[config.mk]
export PLATFORM = sky130hd
export DESIGN_NAME = sort_job_sched_flat
export DESIGN_NICKNAME = d
export VERILOG_FILES = /design/src/rtl/sort_pkg.sv /design/src/rtl/sort_job_sched_if.sv /design/src/rtl/sort_out_buf2.sv /design/src/rtl/sort_job_sched.sv /design/src/flat_wrapper.sv
export SDC_FILE = /design/constraint.sdc
export NUM_CORES = 1
export LEC_CHECK = 0
export CORE_MARGIN = 3
export CORE_UTILIZATION = 46
export DETAILED_ROUTE_END_ITERATION = 12
export HOLD_SLACK_MARGIN = 0.12
export PLACE_DENSITY = 0.87
export SLEW_MARGIN = 40
export SYNTH_ARGS = -nofsm -noshare
export SYNTH_HDL_FRONTEND = slang
export SYNTH_SLANG_ARGS = --single-unit
[constraint.sdc]
create_clock -name clk -period 11 [get_ports clk]
set_clock_uncertainty 0.2 [all_clocks]
set_input_delay 3.3 -clock clk [delete_from_list [all_inputs] [get_ports clk]]
set_output_delay 3.3 -clock clk [all_outputs]
set_load 0.005 [all_outputs]
[src/rtl/sort_pkg.sv]
// Shared definitions for the sort engine and its job scheduler: default
// geometry and the scheduler state encoding.
package sort_pkg;

  localparam int SORT_MM = 256;
  localparam int SORT_MN = 32;
  localparam int SORT_MW = 8;

  typedef enum logic [2:0] {
    ST_IDLE  = 3'd0,
    ST_LOAD  = 3'd1,
    ST_START = 3'd2,
    ST_SORT  = 3'd3,
    ST_DRAIN = 3'd4
  } sched_state_e;

endpackage

[src/rtl/sort_job_sched_if.sv]
// Host-side streams of the sort job scheduler: load words in, sorted words out.
// Both streams use valid/ready: a beat transfers on a clock edge where valid
// and ready are both high; the sender holds valid and its payload until then.
interface sort_job_sched_if #(
  parameter int MN = 32
);

  logic          in_valid;
  logic          in_ready;
  logic [MN-1:0] in_data;
  logic          in_last;
  logic          out_valid;
  logic          out_ready;
  logic [MN-1:0] out_data;
  logic          out_last;

  modport master (
    output in_valid, in_data, in_last, out_ready,
    input  in_ready, out_valid, out_data, out_last
  );

  modport slave (
    input  in_valid, in_data, in_last, out_ready,
    output in_ready, out_valid, out_data, out_last
  );

endinterface

[src/rtl/sort_out_buf2.sv]
// Two-entry FIFO feeding the sorted output stream; entry 0 is always the head,
// so the presented word stays put while the consumer stalls.
module sort_out_buf2 #(
  parameter int W = 33
) (
  input  logic         clk,
  input  logic         reset_n,
  input  logic         push,
  input  logic [W-1:0] push_data,
  input  logic         pop,
  output logic [1:0]   count,
  output logic         valid,
  output logic [W-1:0] data
);

  logic [W-1:0] e0, e1;
  logic [1:0]   cnt_q;
  logic         do_pop, do_push;

  assign do_pop  = pop && (cnt_q != 2'd0);
  assign do_push = push && ((cnt_q != 2'd2) || do_pop);

  always_ff @(posedge clk or negedge reset_n) begin
    if (!reset_n) begin
      e0    <= '0;
      e1    <= '0;
      cnt_q <= 2'd0;
    end else begin
      case ({do_push, do_pop})
        2'b10: begin
          if (cnt_q == 2'd0) e0 <= push_data;
          else               e1 <= push_data;
          cnt_q <= cnt_q + 2'd1;
        end
        2'b01: begin
          e0    <= e1;
          cnt_q <= cnt_q - 2'd1;
        end
        2'b11: begin
          if (cnt_q == 2'd1) begin
            e0 <= push_data;
          end else begin
            e0 <= e1;
            e1 <= push_data;
          end
        end
        default: ;
      endcase
    end
  end

  assign count = cnt_q;
  assign valid = (cnt_q != 2'd0);
  assign data  = e0;

endmodule

[src/rtl/sort_job_sched.sv]
// Job sequencer around the quick-sort engine: load, sort, drain over one memory port.
// Define SORT_DESCEND_EN to drain from the top address down (descending output).
module sort_job_sched
  import sort_pkg::*;
#(
  parameter int MM = SORT_MM,
  parameter int MN = SORT_MN,
  parameter int MW = SORT_MW
) (
  input  logic          clk,
  input  logic          reset_n,
  sort_job_sched_if.slave host,
  output logic          busy,
  output logic [MW:0]   srt_num,
  output logic          srt_start,
  input  logic          srt_done,
  input  logic          srt_MemWr,
  input  logic [MW-1:0] srt_MemWrAddr,
  input  logic [MN-1:0] srt_MemWrData,
  input  logic          srt_MemRd,
  input  logic [MW-1:0] srt_MemRdAddr,
  output logic [MN-1:0] srt_MemRdData,
  output logic          MemWr,
  output logic [MW-1:0] MemWrAddr,
  output logic [MN-1:0] MemWrData,
  output logic          MemRd,
  output logic [MW-1:0] MemRdAddr,
  input  logic [MN-1:0] MemRdData,
  output sched_state_e  dbg_state
);

  localparam logic [MW:0] CNT_FULL = (MW+1)'(MM);
  localparam logic [MW:0] CNT_TWO  = (MW+1)'(2);

  sched_state_e  state;
  logic [MW:0]   wcnt, cnt, rd_cnt, wnext;
  logic          rd_inflight, rd_inflight_last;
  logic          in_ready_int, accept, wlast, drain_rd, pop;
  logic [1:0]    buf_cnt;
  logic          buf_valid;
  logic [MN:0]   buf_head;
  logic [MW-1:0] drain_addr;

  // Gating with reset_n keeps every output low while reset is held.
  assign in_ready_int  = reset_n && ((state == ST_IDLE) || (state == ST_LOAD));
  assign host.in_ready = in_ready_int;
  assign accept        = host.in_valid && in_ready_int;
  assign wnext         = wcnt + 1'b1;
  assign wlast         = host.in_last || (wnext == CNT_FULL);

  // Reads in flight plus words buffered may not exceed the two buffer slots;
  // a pop this cycle frees a slot so a full-rate stream never bubbles.
  assign pop      = buf_valid && host.out_ready;
  assign drain_rd = (state == ST_DRAIN) && (rd_cnt != cnt) &&
                    (({1'b0, rd_inflight} + buf_cnt - {1'b0, pop}) < 2'd2);

`ifdef SORT_DESCEND_EN
  assign drain_addr = MW'(cnt - rd_cnt - 1'b1);
`else
  assign drain_addr = rd_cnt[MW-1:0];
`endif

  always_comb begin
    MemWr         = 1'b0;
    MemWrAddr     = '0;
    MemWrData     = '0;
    MemRd         = 1'b0;
    MemRdAddr     = '0;
    srt_MemRdData = '0;
    if (state == ST_SORT) begin
      MemWr         = srt_MemWr;
      MemWrAddr     = srt_MemWrAddr;
      MemWrData     = srt_MemWrData;
      MemRd         = srt_MemRd;
      MemRdAddr     = srt_MemRdAddr;
      srt_MemRdData = MemRdData;
    end else begin
      MemWr = accept;
      MemRd = drain_rd;
      if (accept) begin
        MemWrAddr = wcnt[MW-1:0];
        MemWrData = host.in_data;
      end
      if (drain_rd) MemRdAddr = drain_addr;
    end
  end

  always_ff @(posedge clk or negedge reset_n) begin
    if (!reset_n) begin
      state            <= ST_IDLE;
      wcnt             <= '0;
      cnt              <= '0;
      rd_cnt           <= '0;
      rd_inflight      <= 1'b0;
      rd_inflight_last <= 1'b0;
    end else begin
      rd_inflight      <= drain_rd;
      rd_inflight_last <= drain_rd && (rd_cnt == cnt - 1'b1);
      if (drain_rd) rd_cnt <= rd_cnt + 1'b1;
      case (state)
        ST_IDLE, ST_LOAD: begin
          if (accept) begin
            if (wlast) begin
              cnt    <= wnext;
              wcnt   <= '0;
              rd_cnt <= '0;
              state  <= (wnext >= CNT_TWO) ? ST_START : ST_DRAIN;
            end else begin
              wcnt  <= wnext;
              state <= ST_LOAD;
            end
          end
        end
        ST_START: state <= ST_SORT;
        ST_SORT:  if (srt_done) state <= ST_DRAIN;
        ST_DRAIN: if (pop && buf_head[MN]) state <= ST_IDLE;
        default:  state <= ST_IDLE;
      endcase
    end
  end

  sort_out_buf2 #(.W(MN + 1)) u_out_buf (
    .clk       (clk),
    .reset_n   (reset_n),
    .push      (rd_inflight),
    .push_data ({rd_inflight_last, MemRdData}),
    .pop       (pop),
    .count     (buf_cnt),
    .valid     (buf_valid),
    .data      (buf_head)
  );

  assign host.out_valid = buf_valid;
  assign host.out_data  = buf_head[MN-1:0];
  assign host.out_last  = buf_head[MN];

  assign busy      = (state != ST_IDLE);
  assign srt_start = (state == ST_START);
  assign srt_num   = cnt;
  assign dbg_state = state;

endmodule

[src/flat_wrapper.sv]
// flat-port wrapper written by rule: the top's interface ports become plain ports
module sort_job_sched_flat import sort_pkg::*;
#(
  parameter int MM = SORT_MM,
  parameter int MN = SORT_MN,
  parameter int MW = SORT_MW
)
  (clk, reset_n, busy, srt_num, srt_start, srt_done, srt_MemWr, srt_MemWrAddr, srt_MemWrData, srt_MemRd, srt_MemRdAddr, srt_MemRdData, MemWr, MemWrAddr, MemWrData, MemRd, MemRdAddr, MemRdData, dbg_state, host_in_valid, host_in_data, host_in_last, host_out_ready, host_in_ready, host_out_valid, host_out_data, host_out_last);
  sort_job_sched_if #(.MN(MN)) host_i ();
  input  logic clk;
  input  logic reset_n;
  output logic busy;
  output logic [MW:0] srt_num;
  output logic srt_start;
  input  logic srt_done;
  input  logic srt_MemWr;
  input  logic [MW-1:0] srt_MemWrAddr;
  input  logic [MN-1:0] srt_MemWrData;
  input  logic srt_MemRd;
  input  logic [MW-1:0] srt_MemRdAddr;
  output logic [MN-1:0] srt_MemRdData;
  output logic MemWr;
  output logic [MW-1:0] MemWrAddr;
  output logic [MN-1:0] MemWrData;
  output logic MemRd;
  output logic [MW-1:0] MemRdAddr;
  input  logic [MN-1:0] MemRdData;
  output sched_state_e dbg_state;
  input wire logic [$bits(host_i.in_valid)-1:0] host_in_valid;
  input wire logic [$bits(host_i.in_data)-1:0] host_in_data;
  input wire logic [$bits(host_i.in_last)-1:0] host_in_last;
  input wire logic [$bits(host_i.out_ready)-1:0] host_out_ready;
  output wire logic [$bits(host_i.in_ready)-1:0] host_in_ready;
  output wire logic [$bits(host_i.out_valid)-1:0] host_out_valid;
  output wire logic [$bits(host_i.out_data)-1:0] host_out_data;
  output wire logic [$bits(host_i.out_last)-1:0] host_out_last;
  assign host_i.in_valid = host_in_valid;
  assign host_i.in_data = host_in_data;
  assign host_i.in_last = host_in_last;
  assign host_i.out_ready = host_out_ready;
  assign host_in_ready = host_i.in_ready;
  assign host_out_valid = host_i.out_valid;
  assign host_out_data = host_i.out_data;
  assign host_out_last = host_i.out_last;
  sort_job_sched #(.MM(MM), .MN(MN), .MW(MW)) u_core (.clk(clk), .reset_n(reset_n), .host(host_i), .busy(busy), .srt_num(srt_num), .srt_start(srt_start), .srt_done(srt_done), .srt_MemWr(srt_MemWr), .srt_MemWrAddr(srt_MemWrAddr), .srt_MemWrData(srt_MemWrData), .srt_MemRd(srt_MemRd), .srt_MemRdAddr(srt_MemRdAddr), .srt_MemRdData(srt_MemRdData), .MemWr(MemWr), .MemWrAddr(MemWrAddr), .MemWrData(MemWrData), .MemRd(MemRd), .MemRdAddr(MemRdAddr), .MemRdData(MemRdData), .dbg_state(dbg_state));
endmodule
==> run metrics <==
Final #Nets 927; Pwr Total 1.781 mW; critical path class in2out; routed wire length 18590 µm; leak pwr 3.552 nW; post-cts repair resize count 0; status finished, final reports clean; Critical path buffers and inverters 3; Max stage delay on crit path 0.49 ns; DP Wirelength 13970 µm; n_diodes 0; drt first-iter violations 433; min-delay src u_core.u_out_buf.e1[24]; TritonCTS buffer count 9; clk buf depth 2; Post-CTS Hold Buffers 0; Seq cells post-synth 100; Mapped Nets 705; Least-Margin Pin Slew 0.7046 ns; IO Pins 251; area grow syn2layout 49.78%; setup ws final 1.250 ns; H-tree Lvls 3; Crit Reg-Reg Startpoint u_core.u_out_buf.count[0]; peak supply drop 92.76 µV; Largest delay share family, worst path buffers and inverters; MaxCap Viol Count 0; R2R cell count 11; global-route wire length before repair 28140 µm; DRT Pass-1 Iters 5; YS warnings 0; Gate Count Post-Synth 574; final hold viol count 0; pre-CTS WS 1.262 ns; ranking of synthesized cells by area dfrtp_1, a22o_1, mux2_2, a22oi_1, a21oi_1; Die Wd 116.9 µm; routed len/inst 19.69 µm; r2r endpoint u_core.rd_cnt[8]; setup TNS 0 ns; Die Height 116.9 µm; clk sinks 100; Worst Hold End u_core.u_out_buf.e1[24]; unrepaired setup endpoints after global routing false; Initial Util 48.31%; grt total ovfl 0; HP Class reg2reg; Slew Limit Fails 0; crit path launch type primary input; most common cell in the netlist dfrtp_1; Vias/cell 5.733; critical path fanouts, max 15; core footprint 0.01171 mm²; layout cells sized above 1 8.864%; vias 5412; die area 0.01367 mm²; register area share after synthesis 44.23%; Worst path slowest cell clkdlybuf4s50_1; GRT Resource Usage Total 26.47%; Clock transition at path regs 0.06 ns; Worst EP required 7.50 ns; vias in the first global route 5443; library cells used by synthesis 53; # DRC 0; # setup viols final 0; CTS Root Cell clkbuf_16; Arrival @ worst endpoint 6.25 ns; period utilization 88.64%; power density cells 210.2 mW/mm²; antenna-violating nets left 0; Commonest cells post-synth dfrtp_1, nor2_1, a22o_1, a21oi_1, and3_1; Avg Cell Area, Syn 9.857 µm²; min Tclk post-route 9.750 ns; Row Count 39; number of enable flip-flop cells after synthesis 0; Achievable Freq 102.6 MHz; ys async rst share 100.0%; TritonCTS clock tree built; worst skew pair latency 0.33 ns; GP Congestion 0.8862; # port buffers 250; worst hold stages 1; Worst setup EP type output pin; pin count of the biggest net entering global routing 70; Layout Utilization 72.36%; Slew headroom 53.03%; hold_ws 0.3066 ns; initial antenna violation count 0; setup bufs post-CTS 0; R2R Setup Slk 7.60 ns; top-area cell type share of the netlist area 44.23%; Primary FF master, synth dfrtp_1; Syn Std Cell Area 0.005658 mm²; Synth area leader dfrtp_1; Critical Path, Cell by Cell clkdlybuf4s50_1, nor2b_1, ha_1, xnor2_1, xnor2_1, a311oi_4, buf_4, ha_1, mux2_2, clkdlybuf4s50_1
==> through the flow <==
step / cell area (µm²) / instances
after floorplan: 5658 / 574
after global placement: 8194 / 928
after detailed placement: 8199 / 928
after CTS: 8469 / 944
after global routing: 8474 / 944
final: 8474 / 944
==> flip-flops by register name, summed over array words and instances, names as in the netlist <==
| signal | count |
|---|---|
| u_core.u_out_buf.e1 | 33 |
| u_core.wcnt | 9 |
| u_core.rd_inflight_last | 1 |
| u_core.u_out_buf.data | 33 |
| u_core.u_out_buf.count | 2 |
| u_core.srt_num | 9 |
| u_core.rd_inflight | 1 |
| u_core.dbg_state | 3 |
| u_core.rd_cnt | 9 |
==> worst max path at each step <==
stage                              start            to  cells after the start
after floorplan           host_out_ready  MemRdAddr[0]                      8
after global placement    host_out_ready  MemRdAddr[0]                     10
after detailed placement  host_out_ready  MemRdAddr[0]                     10
after CTS                 host_out_ready  MemRdAddr[0]                     10
after global routing      host_out_ready  MemRdAddr[0]                     10
final                     host_out_ready  MemRdAddr[0]                     10
==> per-layer routing <==
| layer | global-route usage [%] | share of wire (%) |
|---|---|---|
| met3 | 8.278 | 8.4 |
| met5 | 0 | 0 |
| met2 | 46.53 | 53 |
| met1 | 31.09 | 37 |
| met4 | 7.875 | 1.7 |
==> layout make-up <==
type	instances	area (µm²)
sequential	100	2504
timing repair buffer	256	2549
clock buffer	12	246.5
multi-input combinational	415	2920
inverter	14	52.55
clock inverter	4	23.77
tap	143	178.9
fill	840	3237
==> kinds of logic (layout without fill, tap and decap cells) <==
kind of cell | after synthesis | in the layout | synth area share (%)
buffers and inverters | 59 | 286 | 4.489
AO/OA/AOI/OAI | 162 | 162 | 20.23
AND/OR/NAND/NOR | 168 | 168 | 15.19
multiplexers | 43 | 43 | 8.492
flip-flops | 100 | 100 | 44.23
adder cells (fa/ha/maj) | 11 | 11 | 2.433
XOR/XNOR | 31 | 31 | 4.931
==> report_power, final <==
group          internal, mW  switching, mW  total (mW)
clock network         0.160          0.133       0.292
logic                 0.462          0.359       0.821
registers             0.525          0.143       0.668
total                  1.15          0.635        1.78
==> placed cells by master, fill, tap and decap left out, types with 7 or more instances in the layout <==
cell	netlist	layout
a21oi_1	44	44
mux2_2	34	34
a22oi_1	33	33
xnor2_1	13	13
a22o_1	45	45
xor2_1	17	17
clkdlybuf4s50_1	0	249
o21ai_0	19	19
nand2_1	29	28
inv_1	14	14
dfrtp_1	100	99
clkbuf_16	0	9
and3_1	35	35
nor2_1	52	52
nor3_1	7	7
nand3_1	7	7
ha_1	11	11
No activity file was read; power rests on OpenSTA's default activity.
